==> config.mk <==
export PLATFORM = sky130hd
export DESIGN_NAME = rom_burst
export DESIGN_NICKNAME = d
export VERILOG_FILES = /design/src/rtl/rom_pkg.sv /design/src/rtl/rom_content.sv /design/src/rtl/rom_burst.sv
export SDC_FILE = /design/constraint.sdc
export NUM_CORES = 1
export LEC_CHECK = 0
export CORE_AREA = 2 2 53 55
export DETAILED_ROUTE_END_ITERATION = 7
export DIE_AREA = 0 0 55 57
export PLACE_DENSITY = 0.84
export SLEW_MARGIN = 10
export SYNTH_ARGS = -nofsm -noshare
export SYNTH_HDL_FRONTEND = slang
export SYNTH_SLANG_ARGS = --single-unit
==> constraint.sdc <==
create_clock -name clk -period 1.5 [get_ports clk]
set_input_delay 0.15 -clock clk [delete_from_list [all_inputs] [get_ports clk]]
set_output_delay 0.15 -clock clk [all_outputs]
set_load 0.01 [all_outputs]
==> src/rtl/rom_pkg.sv <==
// Shared types and ROM content rule for the burst-read ROM.
package rom_pkg;

   typedef enum logic {
      S_IDLE  = 1'b0,
      S_BURST = 1'b1
   } state_t;

   // Word stored at address a: the address itself, trimmed to dw bits, with
   // bit 3 cleared whenever the low five address bits are 5'b11000.
   // Addresses and words wider than 32 bits are not supported.
   function automatic logic [31:0] rom_word(input logic [31:0] a, input int aw, input int dw);
      logic [31:0] w;
      w = (aw >= 32) ? a : (a & ((32'd1 << aw) - 32'd1));
      if (w[4:0] == 5'b11000) begin
         w[3] = 1'b0;
      end
      if (dw < 32) begin
         w = w & ((32'd1 << dw) - 32'd1);
      end
      return w;
   endfunction

endpackage

==> src/rtl/rom_content.sv <==
// Combinational address-to-word lookup for the burst-read ROM.
module rom_content
   import rom_pkg::*;
#(
   parameter int AW = 8,
   parameter int DW = 8
) (
   input  logic [AW-1:0] addr,
   output logic [DW-1:0] word
);

   // Pure function of the address; no storage, so nothing to reset.
   assign word = DW'(rom_word(32'(addr), AW, DW));

endmodule

==> src/rtl/rom_burst.sv <==
// Burst reader: accepts (addr, len) requests and streams len+1 consecutive
// ROM words over a valid/ready response channel, one word per cycle.
module rom_burst
   import rom_pkg::*;
#(
   parameter int AW = 8,
   parameter int DW = 8,
   parameter int LW = 4
) (
   input  logic          clk,
   input  logic          rst_n,
   input  logic          req_valid,
   output logic          req_ready,
   input  logic [AW-1:0] req_addr,
   input  logic [LW-1:0] req_len,
   output logic          rsp_valid,
   input  logic          rsp_ready,
   output logic [DW-1:0] rsp_data,
   output logic          rsp_last,
   output logic          busy
);

   state_t        state;
   logic [AW-1:0] addr;          // address of the word currently presented
   logic [LW-1:0] cnt;           // words remaining after the presented one
   logic [AW-1:0] lookup_addr;
   logic [DW-1:0] lookup_word;

   // Address of the word to load next: request start in IDLE, successor in BURST
   // (AW-bit add, so it wraps naturally at the top of the ROM).
   always_comb begin
      lookup_addr = (state == S_IDLE) ? req_addr : addr + AW'(1);
   end

   rom_content #(
      .AW (AW),
      .DW (DW)
   ) u_rom_content (
      .addr (lookup_addr),
      .word (lookup_word)
   );

   assign req_ready = (state == S_IDLE);
   assign busy      = (state == S_BURST);

   // Burst sequencer with registered response outputs.
   // NOTE: non-blocking assignments so every flop here samples pre-edge values;
   // blocking ones would make the result depend on statement order.
   always_ff @(posedge clk or negedge rst_n) begin
      if (!rst_n) begin
         state     <= S_IDLE;
         addr      <= '0;
         cnt       <= '0;
         rsp_valid <= 1'b0;
         rsp_data  <= '0;
         rsp_last  <= 1'b0;
      end else begin
         case (state)
            S_IDLE: begin
               if (req_valid) begin
                  state     <= S_BURST;
                  addr      <= req_addr;
                  cnt       <= req_len;
                  rsp_valid <= 1'b1;
                  rsp_data  <= lookup_word;
                  rsp_last  <= (req_len == '0);
               end
            end
            S_BURST: begin
               // Outputs, address and count all hold while the consumer stalls.
               if (rsp_ready) begin
                  if (cnt == '0) begin
                     state     <= S_IDLE;
                     rsp_valid <= 1'b0;
                     rsp_last  <= 1'b0;
                  end else begin
                     addr     <= lookup_addr;
                     cnt      <= cnt - LW'(1);
                     rsp_data <= lookup_word;
                     rsp_last <= (cnt == LW'(1));
                  end
               end
            end
            default: begin
               state     <= S_IDLE;
               rsp_valid <= 1'b0;
               rsp_last  <= 1'b0;
            end
         endcase
      end
   end

endmodule

* Word-level counts from Yosys, hierarchy flattened
Cells that the tools add are included.
Widths: inputs -> output; s select.
** Word-level totals
- Flip-flop bits (word level) :: 23
- Bits of input ports :: 16
- Output and inout port bits :: 12
** Operators by class
- $add $sub $neg :: 2
- Equal/unequal tests :: 6
- Mux-type cells :: 26
- Bitwise logic cells :: 1
- Reductions and logical operators :: 5
** Operators by type and width (number)
- $mux 8 :: 7
- $pmux 8 s2 :: 2
- $mux 4 :: 3
- $mux 1 :: 10
- $add 8x1->8 const B :: 1
- $logic_not 4->1 :: 2
- $pmux 4 s2 :: 1
- $ne 2x2->1 const B :: 3
- $pmux 1 s2 :: 3
- $reduce_and 3->1 :: 2
- $eq 5x5->1 const B :: 1
- $eq 4x1->1 const B :: 1
- $sub 4x1->4 const B :: 1
- $ne 2x1->1 const B :: 1
- $reduce_and 2->1 :: 1
- $not 1->1 :: 1

* Logic depth before layout (Yosys ltp)
Gate-level depths: netlist of the first run.
- Word-level depth :: 7
- Depth in mapped cells :: 7

* Modules after synthesis
From an unflattened synthesis of the first run, not the netlist that was laid out.
** Second synthesis, totals
- Cells, all modules :: 149
- Area, all modules :: 1508.9 µm²
** Modules (own cells, without submodules)
- rom_burst :: times used 1, cells each 140, area an instance 1441.4 µm²
- rom_content :: times used 1, cells each 9, area an instance 67.6 µm²

* Least setup slack after synthesis of the first run
Ideal clock, no wire load.
- Path kind :: register -> register
- From :: register cnt[0]
- To :: register cnt[2]
- Data arrival time :: 1.380 ns
- Setup slack :: -0.006 ns
- Cell stages (with the launch flop) :: 7
- Period minus slack after synthesis :: 1.506 ns
- Cell sequence :: dfrtp_1 > inv_1 > ha_1 > nor3b_4 > o21a_4 > o21ai_2 > a221o_1
** On the way
- Longest elaborated chain between the ends :: 4
- Elaborated cells between the ends (all ways) :: 7
** Ends and longest elaborated chain
- from (decl) :: line rom_burst.sv:25 : logic [LW-1:0] cnt;
- from (signal assigned) :: line rom_burst.sv:63 : cnt <= req_len;
- from (signal assigned) :: line rom_burst.sv:78 : cnt <= cnt - LW'(1);
- $sub 4x1->4 :: line rom_burst.sv:78
- $mux 4 :: line rom_burst.sv:72 : if (cnt == '0) begin
- $mux 4 :: line rom_burst.sv:71 : if (rsp_ready) begin
- $pmux 4 s2 :: line rom_burst.sv:58 : case (state)
Several ways; a longest one is shown, not always the timed one. The select of a mux whose other input is x is not followed.
A chain may end at the register's enable or synchronous reset.

* Worst setup path in the final report of the first run
- From :: register cnt[0]
- To :: register cnt[0]
The elaborated chain is that of the path after synthesis.

==> run_results.csv, run 1 <==
group,metric,value,unit
sta,max_freq,661.7,MHz
logic_synthesis,yosys_register_bits,16,
logic_synthesis,syn-cell-area,0.001071,mm2
sta,hold_violations,0,
sta,whs,169.1,ps
setup_path,crit_required,1680,ps
sta,setup_viol,2,
logic_synthesis,synth-simple-area-share,0.2173,
power_and_ir_drop,internal_power,1.895,mW
grt,grtUsageTotal,0.1944,
routing,drc,0,
logic_synthesis,synth_ff_type,"dfrtp_1",
power_and_ir_drop,combPwrFrac,0.629,
clock_network,postCtsHoldBufs,0,
setup_path,worstPathMaxFanout,5,
cells_and_area,area_growth,44.74,%
floorplan,fp.dieH,57,um
job,drv_cap,0,
power_and_ir_drop,total_power,3.215,mW
grt,antenna_found_initial,0,
logic_synthesis,synth_cell_type_count,36,
grt,grt_max_degree,17,
clock_network,clk_pin_slew,100,ps
routing,drt-initial-drc-count,20,
logic_synthesis,synthArstFlopShare,1.000,
setup_path,cp.arrival,1690,ps
floorplan,core-area,0.002615,mm2
routing,wl,2740,um
routing,drt_pass1_iterations,4,
hold_path,hp-class,"in -> async",
cells_and_area,diodes,0,
sta,rsz0062_at_grt,"yes",
cells_and_area,nets,177,
sta,maxSlewHeadroom,0.7686,
logic_synthesis,synthAdderAreaFrac,0.03505,
logic_synthesis,synthMuxAreaShare,0.03738,
run_status,status,"finished, violations left",
logic_synthesis,yosysSeqAreaShare,0.3738,
grt,grt_pass1_wl,4360,um
sta,fin_ws,-11.33,ps
power_and_ir_drop,total_leakage_power,0.6741,nW
setup_path,critPathLaunch,"cnt[0]$_DFFE_PN0P_",
clock_network,htreeDepth,1,
sta,drv_slew,0,
grt,grt_pass1_vias,977,
placed_design,portBuffers,27,
setup_path,path_cells,"inv_2 > ha_4 > nor3b_4 > buf_6 > o21ai_4 > buf_4 > o211ai_1 > o21ai_0",
logic_synthesis,syn_inst,117,
sta,finalSetupTns,-12.16,ps
setup_path,cp_slowest_cell,"dfrtp_1",
sta,worstMarginPinSlew,342.3,ps
placed_design,dp_hpwl,1962,um
power_and_ir_drop,p_seq_frac,0.279,
logic_synthesis,synth_top_family_by_area,"simple AND/OR/NAND/NOR gates",
cells_and_area,final_cells,188,
setup_path,rr_startpoint,"cnt[0]$_DFFE_PN0P_",
floorplan,fp.dieW,55,um
sta,finalClockSkew,2.551,ps
floorplan,ios,28,
routing,wl_per_cell,14.57,um
power_and_ir_drop,p_sw,1.320,mW
clock_network,clk-insertion-delay-late,300,ps
clock_network,clkSinkCount,16,
run_status,violations,"setup timing",
cells_and_area,fin_area,0.001550,mm2
power_and_ir_drop,peakVddDrop,1.415,mV
placed_design,dp.cells,179,
clock_network,numCtsBuffers,3,
placed_design,place_congestion,0.8621,
floorplan,initial_core_util,0.4096,
logic_synthesis,synth_edf_count,0,
sta,finalCriticalPeriod,1511,ps
floorplan,dieArea,0.003135,mm2
setup_path,worst_setup_path_end_kind,"flop",
power_and_ir_drop,pwr-share-clk,0.092,
logic_synthesis,syn_area_per_cell,9.154,um2
routing,ant_nets,0,
grt,grt_remaining_overflow,0,
clock_network,clockRootBuffer,"clkbuf_4",
power_and_ir_drop,switching_share,0.4106,
clock_network,cts_tree,"built",
floorplan,num_rows,19,
placed_design,place_area,0.001411,mm2
routing,vias,1021,
power_and_ir_drop,p_per_area,2074,mW/mm2
cells_and_area,final_layout_size_suffix_gt1_frac,0.3185,
setup_path,crit_type,"reg -> reg",
logic_synthesis,synth_xor_area_frac,0.03271,
setup_path,critPathMaxStageDelay,400,ps
clock_network,clockBufferDepth,2,
logic_synthesis,synth_nets,136,
sta,fin_crit_sh,1.008,
logic_synthesis,synth-compound-area-share,0.2103,
logic_synthesis,synth-warning-count,0,
routing,avgViaCountPerCell,5.431,
setup_path,start_kind,"flop",
setup_path,reg2regPathDepth,8,
==> cells in the mapped netlist, types with 3 or more instances <==
| library cell | number | area (um2) |
|---|---|---|
| dfrtp_1 | 16 | 400.4 |
| nand2_1 | 13 | 48.80 |
| o21ai_0 | 10 | 50.05 |
| a21oi_1 | 9 | 45.04 |
| buf_4 | 9 | 67.56 |
| nor2_1 | 6 | 22.52 |
| mux2i_1 | 4 | 40.04 |
| nand2b_1 | 4 | 25.02 |
| nor3_1 | 4 | 20.02 |
| ha_1 | 3 | 37.54 |
| inv_1 | 3 | 11.26 |
| nand3_1 | 3 | 15.01 |
| o21ai_2 | 3 | 26.28 |
| xnor2_1 | 3 | 26.28 |
==> kinds of logic after synthesis <==
| family | Yosys count |
|---|---|
| AND/OR/NAND/NOR | 42 |
| AO/OA/AOI/OAI | 33 |
| flip-flops | 16 |
| buffers and inverters | 15 |
| XOR/XNOR | 4 |
| multiplexers | 4 |
| adder cells (fa/ha/maj) | 3 |
==> per-stage QoR <==
step | utilization | setup slack (ps)
after detailed placement | 0.5397 | -112.9
after floorplan | - | 8.481
final | 0.5928 | -11.33
after global placement | 0.5397 | 15.61
after CTS | 0.5713 | -58.42
after global routing | 0.5928 | -80.27
==> layout by cell type, fill, tap and decap left out, types with 2 or more instances in the layout <==
cell type and n:
a31o_2 2, a21oi_1 7, o21ai_2 4, nand3_1 3, nor2_1 6, xnor2_1 3, inv_2 2, o21ai_0 8
buf_4 18, clkbuf_4 3, dfrtp_1 12, a21oi_2 2, nor4_1 2, dlygate4sd2_1 2, buf_6 3, nand2b_1 4
nand2_1 13, clkdlybuf4s50_1 24, mux2i_1 4, dfrtp_2 4, nor3_1 3, and3_1 2
==> layer usage <==
layer / routed length, um / part of all wire / global-route usage
met3: 130 / 0.047 / 0.03403
met1: 1122 / 0.41 / 0.2416
met2: 1413 / 0.52 / 0.3163
met4: 74 / 0.027 / 0.09756
met5: 0 / 0 / 0
==> worst max-delay path: cells and delay by family (launching register included) <==
family	cells	cell delay, ps
flops	1	400
simple gates	1	220
compound gates	3	260
buf+inv	3	380
fa+ha+maj	1	130
==> area by class of cell <==
type                            count  area [um2]
Tap cell                           31       38.79
Clock buffer                        4       36.28
Sequential cell                    16       405.4
Timing Repair Buffer               48       439.2
Multi-Input combinational cell     86       619.3
Fill cell                         235        1065
Inverter                            3       11.26
==> power groups by stage <==
stage	Combinational [mW]	Sequential (mW)	Clock, mW
finish	2.02	0.898	0.295
global route	2.22	0.928	0.319
CTS	1.88	0.880	0.299
detailed placement	1.77	0.885	0
global placement	1.70	0.868	0
floorplan	1.16	0.860	0
==> repair_timing <==
action,CTS,global route
pin swaps,4,6
hold endpoints to repair,0,0
setup endpoints to repair,16,17
gates resized for setup,9,15
setup buffers,4,1
cloned,0,0
==> worst paths after layout <==
kind                                           end  slack, ps
min                        rsp_data[3]$_DFFE_PN0P_        170
max                             cnt[0]$_DFFE_PN0P_        -10
min in group clk           rsp_data[7]$_DFFE_PN0P_        480
min reg2reg                rsp_data[3]$_DFFE_PN0P_        500
max in group asynchronous           busy$_DFF_PN0_       1130
max reg2reg                     cnt[0]$_DFFE_PN0P_        -10
==> flip-flops by register name, indices dropped and copies added (netlist names) <==
register and count:
rsp_last 1, rsp_data 4, rsp_valid 1, cnt 4, busy 1, addr 5
No activity file was read; power rests on OpenSTA's default activity.
==> run 2: changes to the inputs <==
- CORE_AREA: 2 2 53 55 -> 5 5 56 58
- DIE_AREA: 0 0 55 57 -> 0 0 61 63
==> run_results.csv, run 2 (synthesized netlist as in run 1, its figures left out) <==
group,metric,value,unit
run_status,status,"finished, violations left",
run_status,violations,"setup timing",
floorplan,fp.dieW,61,um
power_and_ir_drop,p_per_area,2064,mW/mm2
cells_and_area,final_common_cell,"clkdlybuf4s50_1",
sta,drv_slew,0,
sta,setup_viol,3,
clock_network,numCtsBuffers,3,
cells_and_area,final_layout_size_suffix_gt1_frac,0.2848,
sta,finalClockSkew,0.6797,ps
routing,drt-initial-drc-count,30,
placed_design,portBuffers,27,
routing,avgViaCountPerCell,5.402,
floorplan,num_rows,19,
setup_path,cp_slowest_cell,"dfrtp_1",
cells_and_area,fillers,241,
floorplan,initial_core_util,0.4096,
sta,rsz0062_at_grt,"yes",
clock_network,clk-insertion-delay-late,290,ps
cells_and_area,largest_register_ffs,5,
cells_and_area,nets,179,
sta,worstMarginPinSlew,322.3,ps
setup_path,cp.arrival,1730,ps
placed_design,dp_hpwl,2022,um
clock_network,htreeDepth,1,
grt,grt_pass1_wl,4498,um
placed_design,place_congestion,0.9014,
sta,fin_ws,-47.24,ps
job,drv_cap,0,
routing,drt_pass1_iterations,4,
grt,grtUsageTotal,0.1546,
cells_and_area,mostFrequentLayoutCells,"25 x clkdlybuf4s50_1, 22 x buf_4, 14 x dfrtp_1",
setup_path,worst_setup_path_end_kind,"flop",
sta,maxSlewHeadroom,0.7790,
cells_and_area,top_register,"addr",
setup_path,crit_required,1680,ps
power_and_ir_drop,peakVddDrop,1.373,mV
setup_path,critPathMaxStageDelay,420,ps
cells_and_area,fin_area,0.001546,mm2
sta,max_freq,646.3,MHz
setup_path,critPathTopFamily,"compound AO/OA/AOI/OAI gates",
placed_design,place_ws,-57.67,ps
routing,vias,1021,
setup_path,start_kind,"flop",
grt,grt_max_degree,17,
cells_and_area,area_growth,44.39,%
routing,ant_nets,0,
routing,drc,0,
cells_and_area,diodes,0,
sta,finalCriticalPeriod,1547,ps
sta,hold_violations,0,
routing,wl_per_cell,15.03,um
power_and_ir_drop,total_power,3.192,mW
sta,fin_crit_sh,1.031,
floorplan,core-area,0.002615,mm2
clock_network,clk_pin_slew,90,ps
placed_design,place_area,0.001409,mm2
floorplan,ios,28,
grt,grt_remaining_overflow,0,
setup_path,regToRegSetupSlack,-50,ps
routing,wl,2841,um
setup_path,path_buf_inv,1,
setup_path,worstPathMaxFanout,5,
grt,grt_pass1_vias,1051,
grt,antenna_found_initial,0,
floorplan,dieArea,0.003843,mm2
clock_network,clockBufferDepth,2,
power_and_ir_drop,total_leakage_power,0.6802,nW
cells_and_area,final_util,0.5914,
hold_path,hp-class,"in -> async",
clock_network,cts_tree,"built",
clock_network,clockRootBuffer,"clkbuf_4",
setup_path,path_cells,"inv_2 > ha_4 > nor3b_4 > o21a_4 > o21ai_2 > a221o_1",
clock_network,clkSinkCount,16,
cells_and_area,top_regs,"addr: 5 flops, cnt: 4 flops, rsp_data: 4 flops",
clock_network,postCtsHoldBufs,0,
floorplan,fp.dieH,63,um
setup_path,crit_type,"reg -> reg",
-- run 2: power by group --
| group | switching (mW) | internal, mW |
|---|---|---|
| sequential | 0.255 | 0.646 |
| combinational | 0.924 | 1.14 |
| clock | 0.138 | 0.0935 |
| total | 1.32 | 1.88 |
-- run 2: worst paths after layout --
| kind | cells after the start | startpoint | to |
|---|---|---|---|
| min in group clk | 3 | req_addr[7] | rsp_data[7]$_DFFE_PN0P_ |
| hold reg to reg | 2 | rsp_data[3]$_DFFE_PN0P_ | rsp_data[3]$_DFFE_PN0P_ |
| max in group asynchronous | 2 | rst_n | busy$_DFF_PN0_ |
| setup reg to reg | 6 | cnt[1]$_DFFE_PN0P_ | cnt[2]$_DFFE_PN0P_ |
| setup / recovery | 6 | cnt[1]$_DFFE_PN0P_ | cnt[2]$_DFFE_PN0P_ |
| hold / removal | 2 | rst_n | rsp_data[3]$_DFFE_PN0P_ |
-- run 2: cell type report --
class	instances	area, um2	share of cell area
multi-input combinational	86	614.3	0.3972
sequential	16	402.9	0.2605
inverter	3	11.26	0.007282
timing repair buffer	50	456.7	0.2953
clock buffer	3	22.52	0.01456
tap	31	38.79	0.02508
-- run 2: worst reg2reg max path, delay by kind of cell, from the launching register on --
family                     cells  cell delay [ps]
AOI/OAI and AO/OA              3              530
adders and majority gates      1              130
buffers and inverters          1               90
DFF                            1              420
and+or+nand+nor                1              270
-- run 2: layer usage --
layer | wire, um | GRT usage
met5 | 0 | 0
met4 | 68 | 0.08401
met3 | 108 | 0.02686
met2 | 1530 | 0.2647
met1 | 1134 | 0.1741
-- run 2: stage by stage --
step / hold slack (ps) / TNS [ps] / instances
after global routing: 177.6 / -476.6 / 189
after floorplan: -145.6 / 0 / 117
after global placement: 478.8 / 0 / 177
after detailed placement: 490.3 / -136.0 / 177
after CTS: 174.2 / -1.093 / 186
final: 171.6 / -61.07 / 189
-- run 2: repair_timing --
item | 4_1_cts | 5_1_grt
setup endpoints to repair | 10 | 15
gates resized for setup | 8 | 7
pin swaps | 1 | 5
buffers inserted | 6 | 3
==> run 3: changes to the inputs <==
- CORE_AREA: 5 5 56 58 -> 10 10 57 59
- DIE_AREA: 0 0 61 63 -> 0 0 67 69
- HOLD_SLACK_MARGIN: not set -> 0.05
- PLACE_DENSITY: 0.84 -> 0.92
- clock period: 1.5 -> 1.95 ns (I/O delays scaled with it)
==> run_results.csv, run 3 (synthesized netlist as in run 1, its figures left out) <==
group,metric,value,unit
run_status,status,"finished, final reports clean",
placed_design,place_congestion,0.8140,
cells_and_area,final_cells,167,
grt,grt_pass1_wl,4623,um
sta,rsz0062_at_grt,"no",
placed_design,portBuffers,27,
setup_path,worstPathMaxFanout,12,
job,drv_cap,0,
cells_and_area,largest_register_ffs,5,
routing,avgViaCountPerCell,5.850,
placed_design,dp_hpwl,2180,um
placed_design,place_ws,205.1,ps
sta,fin_crit_sh,0.9017,
routing,drc,0,
setup_path,worst_setup_path_end_kind,"flop",
sta,fin_ws,191.7,ps
cells_and_area,fillers,170,
cells_and_area,register_area,400.4,um2
setup_path,cp.arrival,1920,ps
sta,finalSetupTns,0,ps
sta,drv_slew,0,
power_and_ir_drop,total_leakage_power,0.5709,nW
power_and_ir_drop,p_seq_frac,0.343,
sta,finalCriticalPeriod,1758,ps
cells_and_area,fin_area,0.001340,mm2
floorplan,fp.dieH,69,um
clock_network,clk-insertion-delay-late,290,ps
grt,grt_pass1_vias,968,
power_and_ir_drop,internal_power,1.188,mW
power_and_ir_drop,pwr-share-clk,0.082,
clock_network,clk_pin_slew,100,ps
placed_design,dp.cells,164,
sta,finalClockSkew,10.32,ps
clock_network,cts-resized-gates,0,
clock_network,cts_tree,"built",
grt,grtUsageTotal,0.1264,
clock_network,clockBufferDepth,2,
routing,vias,977,
clock_network,post_cts_buffers,0,
power_and_ir_drop,p_sw,0.9324,mW
grt,grt_remaining_overflow,0,
power_and_ir_drop,total_power,2.121,mW
clock_network,clkSinkCount,16,
cells_and_area,final_common_cell,"clkdlybuf4s50_1",
floorplan,core-area,0.002148,mm2
floorplan,ios,28,
cells_and_area,mostFrequentLayoutCells,"27 x clkdlybuf4s50_1, 16 x dfrtp_1, 13 x nand2_1",
setup_path,crit_required,2120,ps
routing,drt-initial-drc-count,73,
setup_path,rr_startpoint,"cnt[0]$_DFFE_PN0P_",
sta,hold_violations,0,
cells_and_area,multi_input_area,570.5,um2
cells_and_area,top_regs,"addr: 5 flops, cnt: 4 flops, rsp_data: 4 flops",
sta,whs,217.4,ps
clock_network,clockRootBuffer,"clkbuf_4",
hold_path,hp-class,"in -> async",
routing,wl_per_cell,17.06,um
power_and_ir_drop,p_per_area,1582,mW/mm2
cells_and_area,nets,160,
routing,ant_nets,0,
sta,setup_viol,0,
setup_path,critPathLaunch,"cnt[0]$_DFFE_PN0P_",
cells_and_area,diodes,0,
routing,wl,2849,um
cells_and_area,final_layout_size_suffix_gt1_frac,0.1295,
floorplan,num_rows,17,
cells_and_area,top_register,"addr",
clock_network,numCtsBuffers,3,
floorplan,fp.dieW,67,um
power_and_ir_drop,combPwrFrac,0.574,
power_and_ir_drop,switching_share,0.4397,
floorplan,dieArea,0.004623,mm2
placed_design,place_area,0.001318,mm2
grt,grt_max_degree,17,
routing,drt_pass1_iterations,4,
cells_and_area,final_util,0.6238,
clock_network,postCtsHoldBufs,0,
setup_path,crit_type,"reg -> reg",
sta,maxSlewHeadroom,0.7262,
sta,max_freq,568.7,MHz
power_and_ir_drop,peakVddDrop,0.7520,mV
grt,antenna_found_initial,0,
floorplan,initial_core_util,0.4985,
setup_path,start_kind,"flop",
cells_and_area,area_growth,25.12,%
sta,worstMarginPinSlew,410.7,ps
clock_network,htreeDepth,1,
[run 3: path summary, 6_finish.rpt]
check | slack (ps) | endpoint | depth (start not counted)
worst max-delay path | 190 | cnt[2]$_DFFE_PN0P_ | 6
worst min-delay path | 220 | rsp_data[6]$_DFFE_PN0P_ | 2
worst max register to register | 190 | cnt[2]$_DFFE_PN0P_ | 6
worst min register to register | 530 | rsp_data[3]$_DFFE_PN0P_ | 2
max in group asynchronous | 1540 | rsp_valid$_DFFE_PN0P_ | 2
min in group clk | 500 | rsp_data[7]$_DFFE_PN0P_ | 3
[run 3: power by group through the flow]
stage / combinational [mW] / clock (mW) / sequential (mW)
floorplan: 0.893 / 0 / 0.661
detailed placement: 1.21 / 0 / 0.724
CTS: 1.22 / 0.177 / 0.718
global route: 1.33 / 0.192 / 0.752
global placement: 1.14 / 0 / 0.704
finish: 1.22 / 0.174 / 0.728
[run 3: cell type report]
type / count / share of cell area
Multi-Input combinational cell: 86 / 0.4258
Sequential cell: 16 / 0.2988
Timing Repair Buffer: 31 / 0.2241
Tap cell: 28 / 0.02614
Clock buffer: 3 / 0.01681
Inverter: 3 / 0.008403
[run 3: routing by layer]
layer | vias up | GRT usage | share of wire
met1 | 460 | 0.1406 | 0.38
li1 | 458 | - | -
met3 | 10 | 0.02415 | 0.071
met4 | 0 | 0.08824 | 0.043
met2 | 49 | 0.2050 | 0.50
met5 | - | 0 | 0
[run 3: worst max-delay path: stages (launching register included)]
cell     delay [ps]
dfrtp_1         420
inv_1            90
ha_1            220
nor3b_4         290
o21a_4          250
o21ai_2          70
a221o_1         300
